`src/rtl/fp_move_box_unit_pkg.sv`:
```
// fp_move_box_unit_pkg: shared FALU op codes, canonical NaNs and FCLASS bit positions.
package fp_move_box_unit_pkg;
  localparam logic [1:0] OP_FMV_X = 2'b00;
  localparam logic [1:0] OP_FMV_F = 2'b01;
  localparam logic [1:0] OP_FCLASS = 2'b10;
  localparam logic [63:0] CANON_QNAN_S = 64'hFFFFFFFF7FC00000;
  localparam logic [63:0] CANON_QNAN_D = 64'h7FF8000000000000;
  localparam int CLS_NEG_INF = 0;
  localparam int CLS_NEG_NORM = 1;
  localparam int CLS_NEG_SUB = 2;
  localparam int CLS_NEG_ZERO = 3;
  localparam int CLS_POS_ZERO = 4;
  localparam int CLS_POS_SUB = 5;
  localparam int CLS_POS_NORM = 6;
  localparam int CLS_POS_INF = 7;
  localparam int CLS_SNAN = 8;
  localparam int CLS_QNAN = 9;
endpackage

```
`src/rtl/fp_move_box_unit_classify.sv`:
```
// fp_classify: one-hot FCLASS of a single or double; unboxed singles classify as canonical qNaN.
module fp_classify
  import fp_move_box_unit_pkg::*;
(
  input  logic [63:0] val_i,
  input  logic        dbl_i,
  output logic [9:0]  cls_o
);
  logic [31:0] s;
  logic sgn, e_max, e_zero, m_zero, quiet, norm;
  always_comb begin
    s = &val_i[63:32] ? val_i[31:0] : CANON_QNAN_S[31:0];
    sgn = dbl_i ? val_i[63] : s[31];
    e_max = dbl_i ? &val_i[62:52] : &s[30:23];
    e_zero = dbl_i ? ~|val_i[62:52] : ~|s[30:23];
    m_zero = dbl_i ? ~|val_i[51:0] : ~|s[22:0];
    quiet = dbl_i ? val_i[51] : s[22];
    norm = ~e_max & ~e_zero;
    cls_o = '0;
    cls_o[CLS_NEG_INF] = sgn & e_max & m_zero;
    cls_o[CLS_NEG_NORM] = sgn & norm;
    cls_o[CLS_NEG_SUB] = sgn & e_zero & ~m_zero;
    cls_o[CLS_NEG_ZERO] = sgn & e_zero & m_zero;
    cls_o[CLS_POS_ZERO] = ~sgn & e_zero & m_zero;
    cls_o[CLS_POS_SUB] = ~sgn & e_zero & ~m_zero;
    cls_o[CLS_POS_NORM] = ~sgn & norm;
    cls_o[CLS_POS_INF] = ~sgn & e_max & m_zero;
    cls_o[CLS_SNAN] = e_max & ~m_zero & ~quiet;
    cls_o[CLS_QNAN] = e_max & ~m_zero & quiet;
  end
endmodule

```
`src/rtl/fp_move_box_unit.sv`:
```
// fp_move_box_unit: FMV.X/FMV.F/FCLASS with 1-cycle latency, output register plus one skid entry.
module fp_move_box_unit
  import fp_move_box_unit_pkg::*;
#(
  parameter int TAG_W = 6
) (
  input  logic             CLK,
  input  logic             RST,
  input  logic             FLUSH,
  input  logic             IN_VALID,
  output logic             IN_READY,
  input  logic [1:0]       IN_OP,
  input  logic             IN_DOUBLE,
  input  logic [63:0]      IN_SRC,
  input  logic [TAG_W-1:0] IN_TAG,
  output logic             OUT_VALID,
  input  logic             OUT_READY,
  output logic [63:0]      OUT_DATA,
  output logic [TAG_W-1:0] OUT_TAG,
  output logic             OUT_TO_FPR
);
  logic [9:0] cls;
  logic [63:0] res_data;
  logic res_fpr, accept, drain;
  logic out_valid_q, out_valid_d, out_fpr_q, out_fpr_d;
  logic [63:0] out_data_q, out_data_d;
  logic [TAG_W-1:0] out_tag_q, out_tag_d;
  logic skid_valid_q, skid_valid_d, skid_fpr_q, skid_fpr_d;
  logic [63:0] skid_data_q, skid_data_d;
  logic [TAG_W-1:0] skid_tag_q, skid_tag_d;
  fp_classify u_classify (.val_i(IN_SRC), .dbl_i(IN_DOUBLE), .cls_o(cls));
  always_comb begin
    res_data = IN_OP == OP_FMV_F ? (IN_DOUBLE ? IN_SRC : {32'hFFFFFFFF, IN_SRC[31:0]}) :
               IN_OP == OP_FMV_X ? (IN_DOUBLE ? IN_SRC : {{32{IN_SRC[31]}}, IN_SRC[31:0]}) :
               IN_OP == OP_FCLASS ? {54'b0, cls} : 64'b0;
    res_fpr = IN_OP == OP_FMV_F;
    accept = IN_VALID & ~skid_valid_q;
    drain = out_valid_q & OUT_READY;
    out_valid_d = out_valid_q;
    out_data_d = out_data_q;
    out_tag_d = out_tag_q;
    out_fpr_d = out_fpr_q;
    skid_valid_d = skid_valid_q;
    skid_data_d = skid_data_q;
    skid_tag_d = skid_tag_q;
    skid_fpr_d = skid_fpr_q;
    if (FLUSH) begin
      out_valid_d = 1'b0;
      skid_valid_d = 1'b0;
    end else if (skid_valid_q) begin
      if (drain) begin
        out_data_d = skid_data_q;
        out_tag_d = skid_tag_q;
        out_fpr_d = skid_fpr_q;
        skid_valid_d = 1'b0;
      end
    end else if (accept && (!out_valid_q || drain)) begin
      out_valid_d = 1'b1;
      out_data_d = res_data;
      out_tag_d = IN_TAG;
      out_fpr_d = res_fpr;
    end else if (accept) begin
      skid_valid_d = 1'b1;
      skid_data_d = res_data;
      skid_tag_d = IN_TAG;
      skid_fpr_d = res_fpr;
    end else if (drain) begin
      out_valid_d = 1'b0;
    end
  end
  always_ff @(posedge CLK) begin
    if (RST) begin
      out_valid_q <= 1'b0;
      out_data_q <= '0;
      out_tag_q <= '0;
      out_fpr_q <= 1'b0;
      skid_valid_q <= 1'b0;
      skid_data_q <= '0;
      skid_tag_q <= '0;
      skid_fpr_q <= 1'b0;
    end else begin
      out_valid_q <= out_valid_d;
      out_data_q <= out_data_d;
      out_tag_q <= out_tag_d;
      out_fpr_q <= out_fpr_d;
      skid_valid_q <= skid_valid_d;
      skid_data_q <= skid_data_d;
      skid_tag_q <= skid_tag_d;
      skid_fpr_q <= skid_fpr_d;
    end
  end
  assign IN_READY = ~skid_valid_q;
  assign OUT_VALID = out_valid_q;
  assign OUT_DATA = out_data_q;
  assign OUT_TAG = out_tag_q;
  assign OUT_TO_FPR = out_fpr_q;
endmodule

```
`config.mk`:
```
export PLATFORM = sky130hd
export DESIGN_NAME = fp_move_box_unit
export DESIGN_NICKNAME = d
export VERILOG_FILES = /design/src/rtl/fp_move_box_unit_pkg.sv /design/src/rtl/fp_move_box_unit_classify.sv /design/src/rtl/fp_move_box_unit.sv
export SDC_FILE = /design/constraint.sdc
export NUM_CORES = 1
export LEC_CHECK = 0
export CORE_UTILIZATION = 45
export CTS_BUF_LIST = sky130_fd_sc_hd__clkbuf_2 sky130_fd_sc_hd__clkbuf_4 sky130_fd_sc_hd__clkbuf_8
export DETAILED_ROUTE_END_ITERATION = 7
export HOLD_SLACK_MARGIN = 0.1
export PLACE_DENSITY = 0.7
export SETUP_SLACK_MARGIN = 0.4
export SLEW_MARGIN = 20
export SYNTH_ARGS = -nofsm -noshare
export SYNTH_HDL_FRONTEND = slang
export SYNTH_SLANG_ARGS = --single-unit
```
`constraint.sdc`:
```
create_clock -name CLK -period 5.6 [get_ports CLK]
set_clock_uncertainty 0.15 [all_clocks]
set_input_delay 0.84 -clock CLK [delete_from_list [all_inputs] [get_ports CLK]]
set_output_delay 0.84 -clock CLK [all_outputs]
set_load 0.05 [all_outputs]
```
==> run metrics, run 1 <==
metal3 WL between 1000 and 1500 um; Yosys Warn Count 0; pin count of the biggest net entering global routing a little over 90; crit-path cells clkinv_1, buf_4, clkdlybuf4s50_1; Peak VDD IR about 0.12 mV; Ports around 150; clk root buf clkbuf_8; worst skew pair latency 0.44 ns; register area between 0.002 and 0.003 mm2; leakage power between 0.002 and 0.003 uW; routed vias/inst between 5 and 6; clock buffer depth 2; first-pass GRT wire length between 20,000 and 30,000 um; Yosys reg bits approximately 140; Max Slew Vio Count 0; H-tree levels 4; setup total negative slack 0 ns; fillers approximately 1,400; hold buffers post-CTS 0; Fmax between 0.2 and 0.3 GHz; register area share after synthesis around 43%; share of post-route cells with drive strength above 1 6.76%; Antenna Nets Post-Route 0; vias in the first global route between 5,000 and 6,000; die footprint between 0.015 and 0.02 mm2; CTS tree yes; Die H 124 um; cell with the most instances after synthesis dfxtp_1; Critical Path Max Stage Delay between 0.9 and 1 ns; DRC Markers 0; RSZ-0062 raised after global routing no; final worst path period share a little over three fifths; Synth Instances between 800 and 900; drt wl/cell about 16 um; CP max FO 54; Min-Delay Path Class reg -> reg; Mapped Nets between 900 and 1,000; drt total wl approximately 18,000 um; critical path capture point type primary output; gp weighted congestion between 0.8 and 0.9; fin nets roughly 1,000; Slew @ Worst Pin 0.959 ns; total gr overflow 0; max layer used met4; initial antenna violation count 0; asr flop ratio synth 0%; via count approximately 6,500; row cnt 44; Critical Path Start Type flip-flop; DRT met1 WL approximately 8400 um; crit path kind reg -> out; Synth area leaders dfxtp_1 43%, a211oi_1 7.8%, a21oi_1 7.0%; Num CTS Buffers 17; Initial Utilization between 40 and 50%; WL met2 between 8000 and 9000 um; setup violators final 0; Synth Cell Area 0.00665 mm2; Arr. time, crit path 2.52 ns; Initial DRC Count ~530; pwr dens between 200 and 300 mW/mm2; Diodes inserted 0; Post-synth EDFFs 0; DP HPWL roughly 12,000 um; area of the multi-input gates 0.00346 mm2; GRT Util Overall approximately a quarter; 1st-pass router iterations 7; Die Wd between 100 and 150 um; max_slew headroom between 30% and 40%; area of the core approximately 0.014 mm2; status finished, final reports clean; share of the synthesized area in the top cell type roughly 43%; library cells used by synthesis 43; Yosys top cell by area dfxtp_1; Post-CTS Resized 0; Post-CTS Setup Bufs 0; syn avg cell area 8.00 um2; utilization after layout 59.5%; Worst path slowest cell clkdlybuf4s50_1; Syn-to-layout area delta 29.7%; Synth top cells by count 144 x dfxtp_1, 93 x a21oi_1, 77 x nor2_1; Min Clock Period, post-route roughly 3.5 ns; worst path required time approximately 4.6 ns; Num Clock Sinks 144; max-cap viol count 0; commonest register cell after synthesis dfxtp_1; I/O Buffers 150; Fin. Hold Viols 0; CTS clk-pin slew, worst paths ~0.080 ns
[through the flow]
| stage | total power [uW] | setup slack (ns) | hold WS [ns] | instance area, um2 | cells |
|---|---|---|---|---|---|
| after global placement | 1550 | 2.13 | 0.288 | 8200 | 1099 |
| final | 2390 | 2.09 | 0.301 | 8620 | 1131 |
| after floorplan | 1370 | 3.07 | 0.282 | 6650 | 831 |
| after detailed placement | 1550 | 2.09 | 0.292 | 8200 | 1099 |
| after CTS | 2410 | 2.06 | 0.303 | 8620 | 1131 |
| after global routing | 2490 | 1.97 | 0.319 | 8620 | 1131 |
[per-layer routing]
layer | GRT usage [%] | vias to the layer above
li1 | - | 3200
met1 | 33.7 | 3061
met2 | 38.1 | 220
met3 | 4.29 | 23
met4 | 9.26 | 0
met5 | 0 | -
[cell families after synthesis]
| group | synth area share [%] |
|---|---|
| AND/OR/NAND/NOR | 28.0 |
| AO/OA/AOI/OAI | 22.9 |
| flip-flops | 43.4 |
| buffers and inverters | 4.84 |
| multiplexers | 0.904 |
[layout by cell type (no fill, tap or decap), types with 17 or more instances in the layout]
cell type / Yosys / routed
a211oi_1: 69 / 69
a21oi_1: 93 / 93
a31oi_1: 33 / 33
and2_1: 32 / 32
and3_1: 25 / 25
clkbuf_8: 0 / 19
clkdlybuf4s50_1: 0 / 149
dfxtp_1: 144 / 143
nand2_1: 74 / 74
nand2b_1: 31 / 31
nand3_1: 59 / 59
nor2_1: 77 / 76
o21ai_0: 17 / 17
[final cells by class]
class | instances | share of cell area, %
well taps | 184 | 2.67
multi-input cells | 603 | 40.2
inverters | 7 | 0.305
clock inverters | 10 | 1.57
repair buffers | 161 | 18.5
flip-flops and latches | 144 | 33.5
clock buffers | 22 | 3.30
[registers in the layout, indices dropped and copies added, names as in the netlist]
signal        cells
OUT_DATA         64
OUT_TAG           6
OUT_TO_FPR        1
OUT_VALID         1
skid_data_q      64
skid_fpr_q        1
skid_tag_q        6
skid_valid_q      1
[worst max-delay path: cells and delay by family, from the launching register on]
family | cells | cell delay, ns
buffers and inverters | 3 | 1.57
DFF | 1 | 0.49
[final timing paths]
| path | start | endpoint | slack (ns) | depth (start not counted) |
|---|---|---|---|---|
| worst max-delay path | skid_valid_q$_SDFF_PP0_ | IN_READY | 2.09 | 3 |
| worst min-delay path | skid_data_q[37]$_SDFFE_PP0P_ | skid_data_q[37]$_SDFFE_PP0P_ | 0.30 | 2 |
| worst max register to register | skid_valid_q$_SDFF_PP0_ | skid_data_q[2]$_SDFFE_PP0P_ | 2.81 | 6 |
| worst min register to register | skid_data_q[37]$_SDFFE_PP0P_ | skid_data_q[37]$_SDFFE_PP0P_ | 0.30 | 2 |
[power by group]
group / switching [uW] / internal, uW / leakage (uW)
logic: 277 / 166 / 0.00146
clock network: 386 / 477 / 0.000217
registers: 23.7 / 1060 / 0.00117
total: 687 / 1710 / 0.00285
Power figures use the tool's default switching activity.
==> inputs of run 2 (changes only) <==
--- a/config.mk
+++ b/config.mk
@@ -9,7 +9,7 @@
 export CTS_BUF_LIST = sky130_fd_sc_hd__clkbuf_2 sky130_fd_sc_hd__clkbuf_4 sky130_fd_sc_hd__clkbuf_8
 export DETAILED_ROUTE_END_ITERATION = 7
 export HOLD_SLACK_MARGIN = 0.1
-export PLACE_DENSITY = 0.7
+export PLACE_DENSITY = 0.73
 export SETUP_SLACK_MARGIN = 0.4
 export SLEW_MARGIN = 20
 export SYNTH_ARGS = -nofsm -noshare
==> constraint.sdc (replaced) <==
create_clock -name CLK -period 3 [get_ports CLK]
set_clock_uncertainty 0.15 [all_clocks]
set_input_delay 0.45 -clock CLK [delete_from_list [all_inputs] [get_ports CLK]]
set_output_delay 0.45 -clock CLK [all_outputs]
set_load 0.05 [all_outputs]
==> run 2 against run 1 <==
Effect of this change: cell count up 1.1%; final area increased by 2.0%; routed wire length grew 1.4%; clock power rose by 100%; via count down 1.1%; global-route usage is essentially flat; hold slack got worse by 0.037 ns.
==> run metrics, run 2 (same netlist as run 1, synthesis figures left out) <==
gp weighted congestion 0.809 (-6.4%); GRT Util Overall 24.4% (-0.047 points); total gr overflow 0 (unchanged); Initial DRC Count 548 (+4.2%); P_sw 1290 uW (+88%); setup violators final 0 (unchanged); status finished, final reports clean; commonest non-fill, non-tap cell in the layout clkdlybuf4s50_1; worst skew pair latency 0.45 ns (about the same); Min-Delay Path Class in -> reg; DP HPWL 12,100 um (+4.6%); Slew @ Worst Pin 1.11 ns (+0.147 ns); clk root buf clkbuf_8; drt wl/cell 16.2 um (+0.30%); clock share of power 38.1% (+2.0 points); 1st-pass router iterations 5 (-2); H-tree levels 4 (unchanged); initial antenna violation count 0 (unchanged); most frequent cells in the layout 148 x clkdlybuf4s50_1, 143 x dfxtp_1, 93 x a21oi_1, 76 x nor2_1, 74 x nand2_1; register area 0.00288 mm2 (unchanged); row cnt 44 (unchanged); routed vias/inst 5.62 (-2.2%); cells on worst reg2reg path 5 (-1); pwr dens 527 mW/mm2 (+90%); Worst Hold Depth 2 (unchanged); setup total negative slack 0 ns (unchanged); Diodes inserted 0 (unchanged); Syn-to-layout area delta 32.2%; area of the core 0.0145 mm2 (unchanged); Max Slew Vio Count 0 (unchanged); Die Wd 124 um (unchanged); FF-to-FF Start skid_valid_q$_SDFF_PP0_; fillers 1,321 (-4.4%); area of the multi-input gates 0.00346 mm2 (unchanged); Int Pwr 3340 uW (+96%); via count 6,434 (-1.1%); Post-CTS Resized 0 (unchanged); Fmax 0.414 GHz; pin count of the biggest net entering global routing 89 (-3.3%); hold buffers post-CTS 0 (unchanged); drt total wl 18,600 um (+1.4%); Initial Utilization 45.9% (unchanged); max-cap viol count 0 (unchanged); CP max FO 51 (-5.6%); crit path kind in -> reg; leakage power 0.00295 uW (+3.3%); Critical Path Start Type input port; Die H 124 um (unchanged); Post-CTS Setup Bufs 0 (unchanged); Fin. Hold Viols 0 (unchanged); Min Clock Period, post-route about 2.4 ns; worst path required time 3.22 ns (-1.39 ns); Post-DP Area 0.00833 mm2 (+1.6%); min-delay src RST; I/O Buffers 150 (unchanged); share of post-route cells with drive strength above 1 8.13% (+1.4 points); max_slew headroom 26.1% (-9.8 points); vias in the first global route 5,562 (-3.4%); FF-to-FF End skid_data_q[63]$_SDFFE_PP0P_; Switching Fraction 27.9% (-0.76 points); fin nets 1,025 (+1.3%); final worst path period share around 81%; Ports 151 (unchanged); CTS clk-pin slew, worst paths 0.08 ns (about the same); Peak VDD IR 0.287 mV (+140%); fin area 0.00879 mm2 (+2.0%); hold endpoint skid_data_q[12]$_SDFFE_PP0P_; r2r setup slk 0.90 ns (-1.91 ns); Gate power share 18.2% (-0.3 points); die footprint 0.0153 mm2 (unchanged); sequential power share 43.7% (-1.7 points); Antenna Nets Post-Route 0 (unchanged); Num Clock Sinks 144 (unchanged); Num CTS Buffers 17 (unchanged); RSZ-0062 raised after global routing no; utilization after layout 60.7% (+1.2 points); CTS tree yes; Arr. time, crit path 2.63 ns (+0.11 ns); DRC Markers 0 (unchanged); first-pass GRT wire length 28,900 um (-1.5%); clock buffer depth 2 (unchanged); critical path capture point type flip-flop
==> run 2: power by group through the flow <==
stage,Combinational [uW],Sequential (uW),Clock (uW)
after floorplan,272,2290,0
after global placement,837,2070,0
after detailed placement,839,2070,0
after CTS,842,2030,1790
after global routing,897,2030,1880
final,841,2030,1770
==> run 2: layout make-up <==
type                            instances  area share [%]
Clock buffer                           20            3.06
Clock inverter                         12            2.14
Inverter                                7           0.299
Multi-Input combinational cell        603            39.4
Sequential cell                       144            32.8
Tap cell                              184            2.62
Timing Repair Buffer                  174            19.6
==> run 2: how the worst max path moves through the flow <==
stage,cells after the start,end,from
6_report,6,OUT_DATA[47]$_SDFFE_PP0P_,IN_OP[0]
5_1_grt,6,OUT_DATA[53]$_SDFFE_PP0P_,IN_OP[0]
4_1_cts,7,skid_data_q[5]$_SDFFE_PP0P_,IN_SRC[29]
3_5_place_dp,7,skid_data_q[5]$_SDFFE_PP0P_,IN_SRC[29]
3_3_place_gp,7,skid_data_q[4]$_SDFFE_PP0P_,IN_SRC[26]
2_1_floorplan,6,skid_tag_q[1]$_SDFFE_PP0P_,OUT_VALID$_SDFFE_PP0P_
==> run 2: metrics by stage <==
step / std cells / total power, uW / hold slack, ns / setup WS [ns]
final: 1144 / 4630 / 0.264 / 0.585
after detailed placement: 1112 / 2910 / 0.294 / 0.163
after floorplan: 831 / 2560 / 0.282 / 0.791
after global placement: 1112 / 2910 / 0.287 / 0.224
after CTS: 1144 / 4660 / 0.240 / 0.654
after global routing: 1144 / 4810 / 0.241 / 0.447
==> run 2: routing by layer <==
metal	vias up	global-route usage [%]	routed length [um]	share of wire, %
met4	0	8.36	218	1.2
met3	16	4.80	952	5.1
met1	3003	33.4	8660	47
met5	-	0	0	0
met2	182	38.4	8730	47
li1	3233	-	-	-
==> run 2: worst max-delay path, cell delays in order <==
cell and delay (ns):
clkdlybuf4s50_1 0.55, nor3_1 0.11, nor2_4 0.83, buf_4 0.31, a31oi_1 0.09, a211oi_1 0.25
==> inputs of run 3 (changes only) <==
==> constraint.sdc (replaced) <==
create_clock -name CLK -period 2.04 [get_ports CLK]
set_clock_uncertainty 0.15 [all_clocks]
set_input_delay 0.306 -clock CLK [delete_from_list [all_inputs] [get_ports CLK]]
set_output_delay 0.306 -clock CLK [all_outputs]
set_load 0.05 [all_outputs]
==> run 3 against run 2 <==
Effect of this change: global-route usage rose by 4.9 points; power rose by 51%; largest power group unchanged; critical endpoint is now skid_data_q[63]$_SDFFE_PP0P_; via count grew 17%; sequential share of layout area fell by 5.5 points; die area unchanged; flip-flop and latch count unchanged; non-clock buffer count is 149 higher; final area up 20%.
==> run metrics, run 3 (same netlist as run 1, synthesis figures left out) <==
status finished, final reports clean; Num Clock Sinks 144 (unchanged); pwr dens 663 mW/mm2 (+26%); Peak VDD IR 0.420 mV (+47%); critical path capture point type flip-flop; utilization after layout 73.0% (+12 points); routed vias/inst 5.80 (+3.2%); total gr overflow 0 (unchanged); RSZ-0062 raised after global routing yes; CTS clk-pin slew, worst paths 0.08 ns (about the same); drt wl/cell 18.2 um (+12%); final worst path period share 89.9%; pin count of the biggest net entering global routing 54 (-39%); Slew @ Worst Pin 0.605 ns (-0.501 ns); Critical Path Start Type flip-flop; Worst Hold Depth 4 (+2); Fin. Hold Viols 0 (unchanged); hold endpoint skid_data_q[26]$_SDFFE_PP0P_; Initial Utilization 45.9% (unchanged); Cell Count Post-Placement 1,213 (+9.1%); clock buffer depth 2 (unchanged); Min-Delay Path Class in -> reg; min-delay src IN_SRC[26]; GRT Util Overall 29.3% (+4.9 points); fin nets 1,174 (+15%); worst skew pair latency 0.46 ns (about the same); final hold slack 0.109 ns (-0.155 ns); most used cell, CP buf_6; vias in the first global route 6,847 (+23%); max-cap viol count 0 (unchanged); FF-to-FF Start skid_valid_q$_SDFF_PP0_; cells on worst reg2reg path 6 (+1); share of post-route cells with drive strength above 1 35.9% (+28 points); Antenna Nets Post-Route 0 (unchanged); area of the core 0.0145 mm2 (unchanged); Initial DRC Count 599 (+9.3%); CP top delay family simple AND/OR/NAND/NOR gates; Ports 151 (unchanged); max_slew headroom 59.5% (+33 points); Die H 124 um (unchanged); crit-path cells buf_6, or4_4, buf_6, nor3_4, a21oi_1, nor2_1; Worst path slowest cell or4_4; Max Slew Vio Count 0 (unchanged); Syn-to-layout area delta 59.0%; CP max FO 8 (-84%); Min Clock Period, post-route ~1.8 ns; H-tree levels 4 (unchanged); crit path kind reg -> reg; DRC Markers 0 (unchanged); Fmax 0.545 GHz; leakage power 0.00405 uW (+37%); Diodes inserted 0 (unchanged); fin cells 1,293 (+13%); drt total wl 23,600 um (+27%); die footprint 0.0153 mm2 (unchanged); Final Worst Setup Slack 0.205 ns (-0.380 ns); Die Wd 124 um (unchanged); most frequent cells in the layout 142 x dfxtp_1, 126 x buf_4, 87 x a21oi_1, 74 x nor2_1, 72 x nand2_1; DP HPWL 13,400 um (+11%); setup violators final 0 (unchanged); I/O Buffers 150 (unchanged); row cnt 44 (unchanged); commonest non-fill, non-tap cell in the layout dfxtp_1; gp weighted congestion 0.872 (+7.8%); CTS tree yes; setup total negative slack 0 ns (unchanged); 1st-pass router iterations 5 (unchanged); Num CTS Buffers 17 (unchanged); FF-to-FF End skid_data_q[63]$_SDFFE_PP0P_; Arr. time, crit path 2.07 ns (-0.56 ns); first-pass GRT wire length 34,400 um (+19%); r2r setup slk 0.21 ns (-0.69 ns); via count 7,504 (+17%); pre-CTS setup slack -0.576 ns (-0.739 ns); critical path buffer and inverter count 2 (unchanged); initial antenna violation count 0 (unchanged); clk root buf clkbuf_8; worst path required time 2.27 ns (-0.95 ns); Critical Path Max Stage Delay 0.59 ns (-0.24 ns)
[run 3: cell types whose count changed in the layout (fill, tap and decap cells not counted), moves of 25 or more]
cell             previous run  this run
buf_6                       0        25
clkdlybuf4s50_1           148        25
clkdlybuf4s15_2             0        26
buf_2                       0        44
buf_4                      22       126
[run 3: repair_timing]
item                                    CTS  global route
buffers inserted                         23            10
endpoints found under the setup margin  195           183
hold buffers                              5             1
hold endpoints to repair                  5             1
pin swaps                                52            59
gates resized for setup                 463           103
gates cloned                              6             3
[run 3: where the power goes]
group | internal, uW | switching, uW | total, uW | leakage, uW
logic | 607 | 900 | 1510 | 0.00265
registers | 2910 | 64.5 | 2980 | 0.00117
clock network | 1420 | 1100 | 2520 | 0.000226
[run 3: stage by stage]
| step | instance area, um2 | power [uW] |
|---|---|---|
| global route | 10600 | 7220 |
| detailed placement | 9250 | 4440 |
| floorplan | 6770 | 3780 |
| finish | 10600 | 7010 |
| CTS | 10200 | 6920 |
| global placement | 9250 | 4420 |
[run 3: layout make-up]
| type | instances | area (um2) |
|---|---|---|
| multi-input combinational | 603 | 3950 |
| timing repair buffer | 323 | 3030 |
| sequential | 144 | 2890 |
| tap | 184 | 230 |
| clock inverter | 11 | 161 |
| clock buffer | 21 | 277 |
| fill | 1097 | 3910 |
| inverter | 7 | 30.0 |
[run 3: worst min-delay path: cells and delay by family]
| kind | cells | cell delay [ns] |
|---|---|---|
| buf+inv | 2 | 0.22 |
| compound gates | 1 | 0.06 |
| simple gates | 1 | 0.07 |
[run 3: worst max-delay path by stage]
stage                                   start                      endpoint  cells past startpoint
floorplan                          IN_SRC[30]   skid_data_q[0]$_SDFFE_PP0P_                      6
global placement                   IN_SRC[37]      OUT_DATA[0]$_SDFFE_PP0P_                      9
detailed placement                 IN_SRC[35]      OUT_DATA[5]$_SDFFE_PP0P_                      8
CTS                 OUT_DATA[37]$_SDFFE_PP0P_                  OUT_DATA[37]                      1
global route          skid_valid_q$_SDFF_PP0_  skid_data_q[63]$_SDFFE_PP0P_                      6
finish                skid_valid_q$_SDFF_PP0_  skid_data_q[63]$_SDFFE_PP0P_                      6
[run 3: metal layers]
metal / global-route usage (%) / routed length [um]
met5: 0 / 0
met4: 11.8 / 804
met3: 4.75 / 1250
met2: 49.8 / 11600
met1: 36.8 / 9870
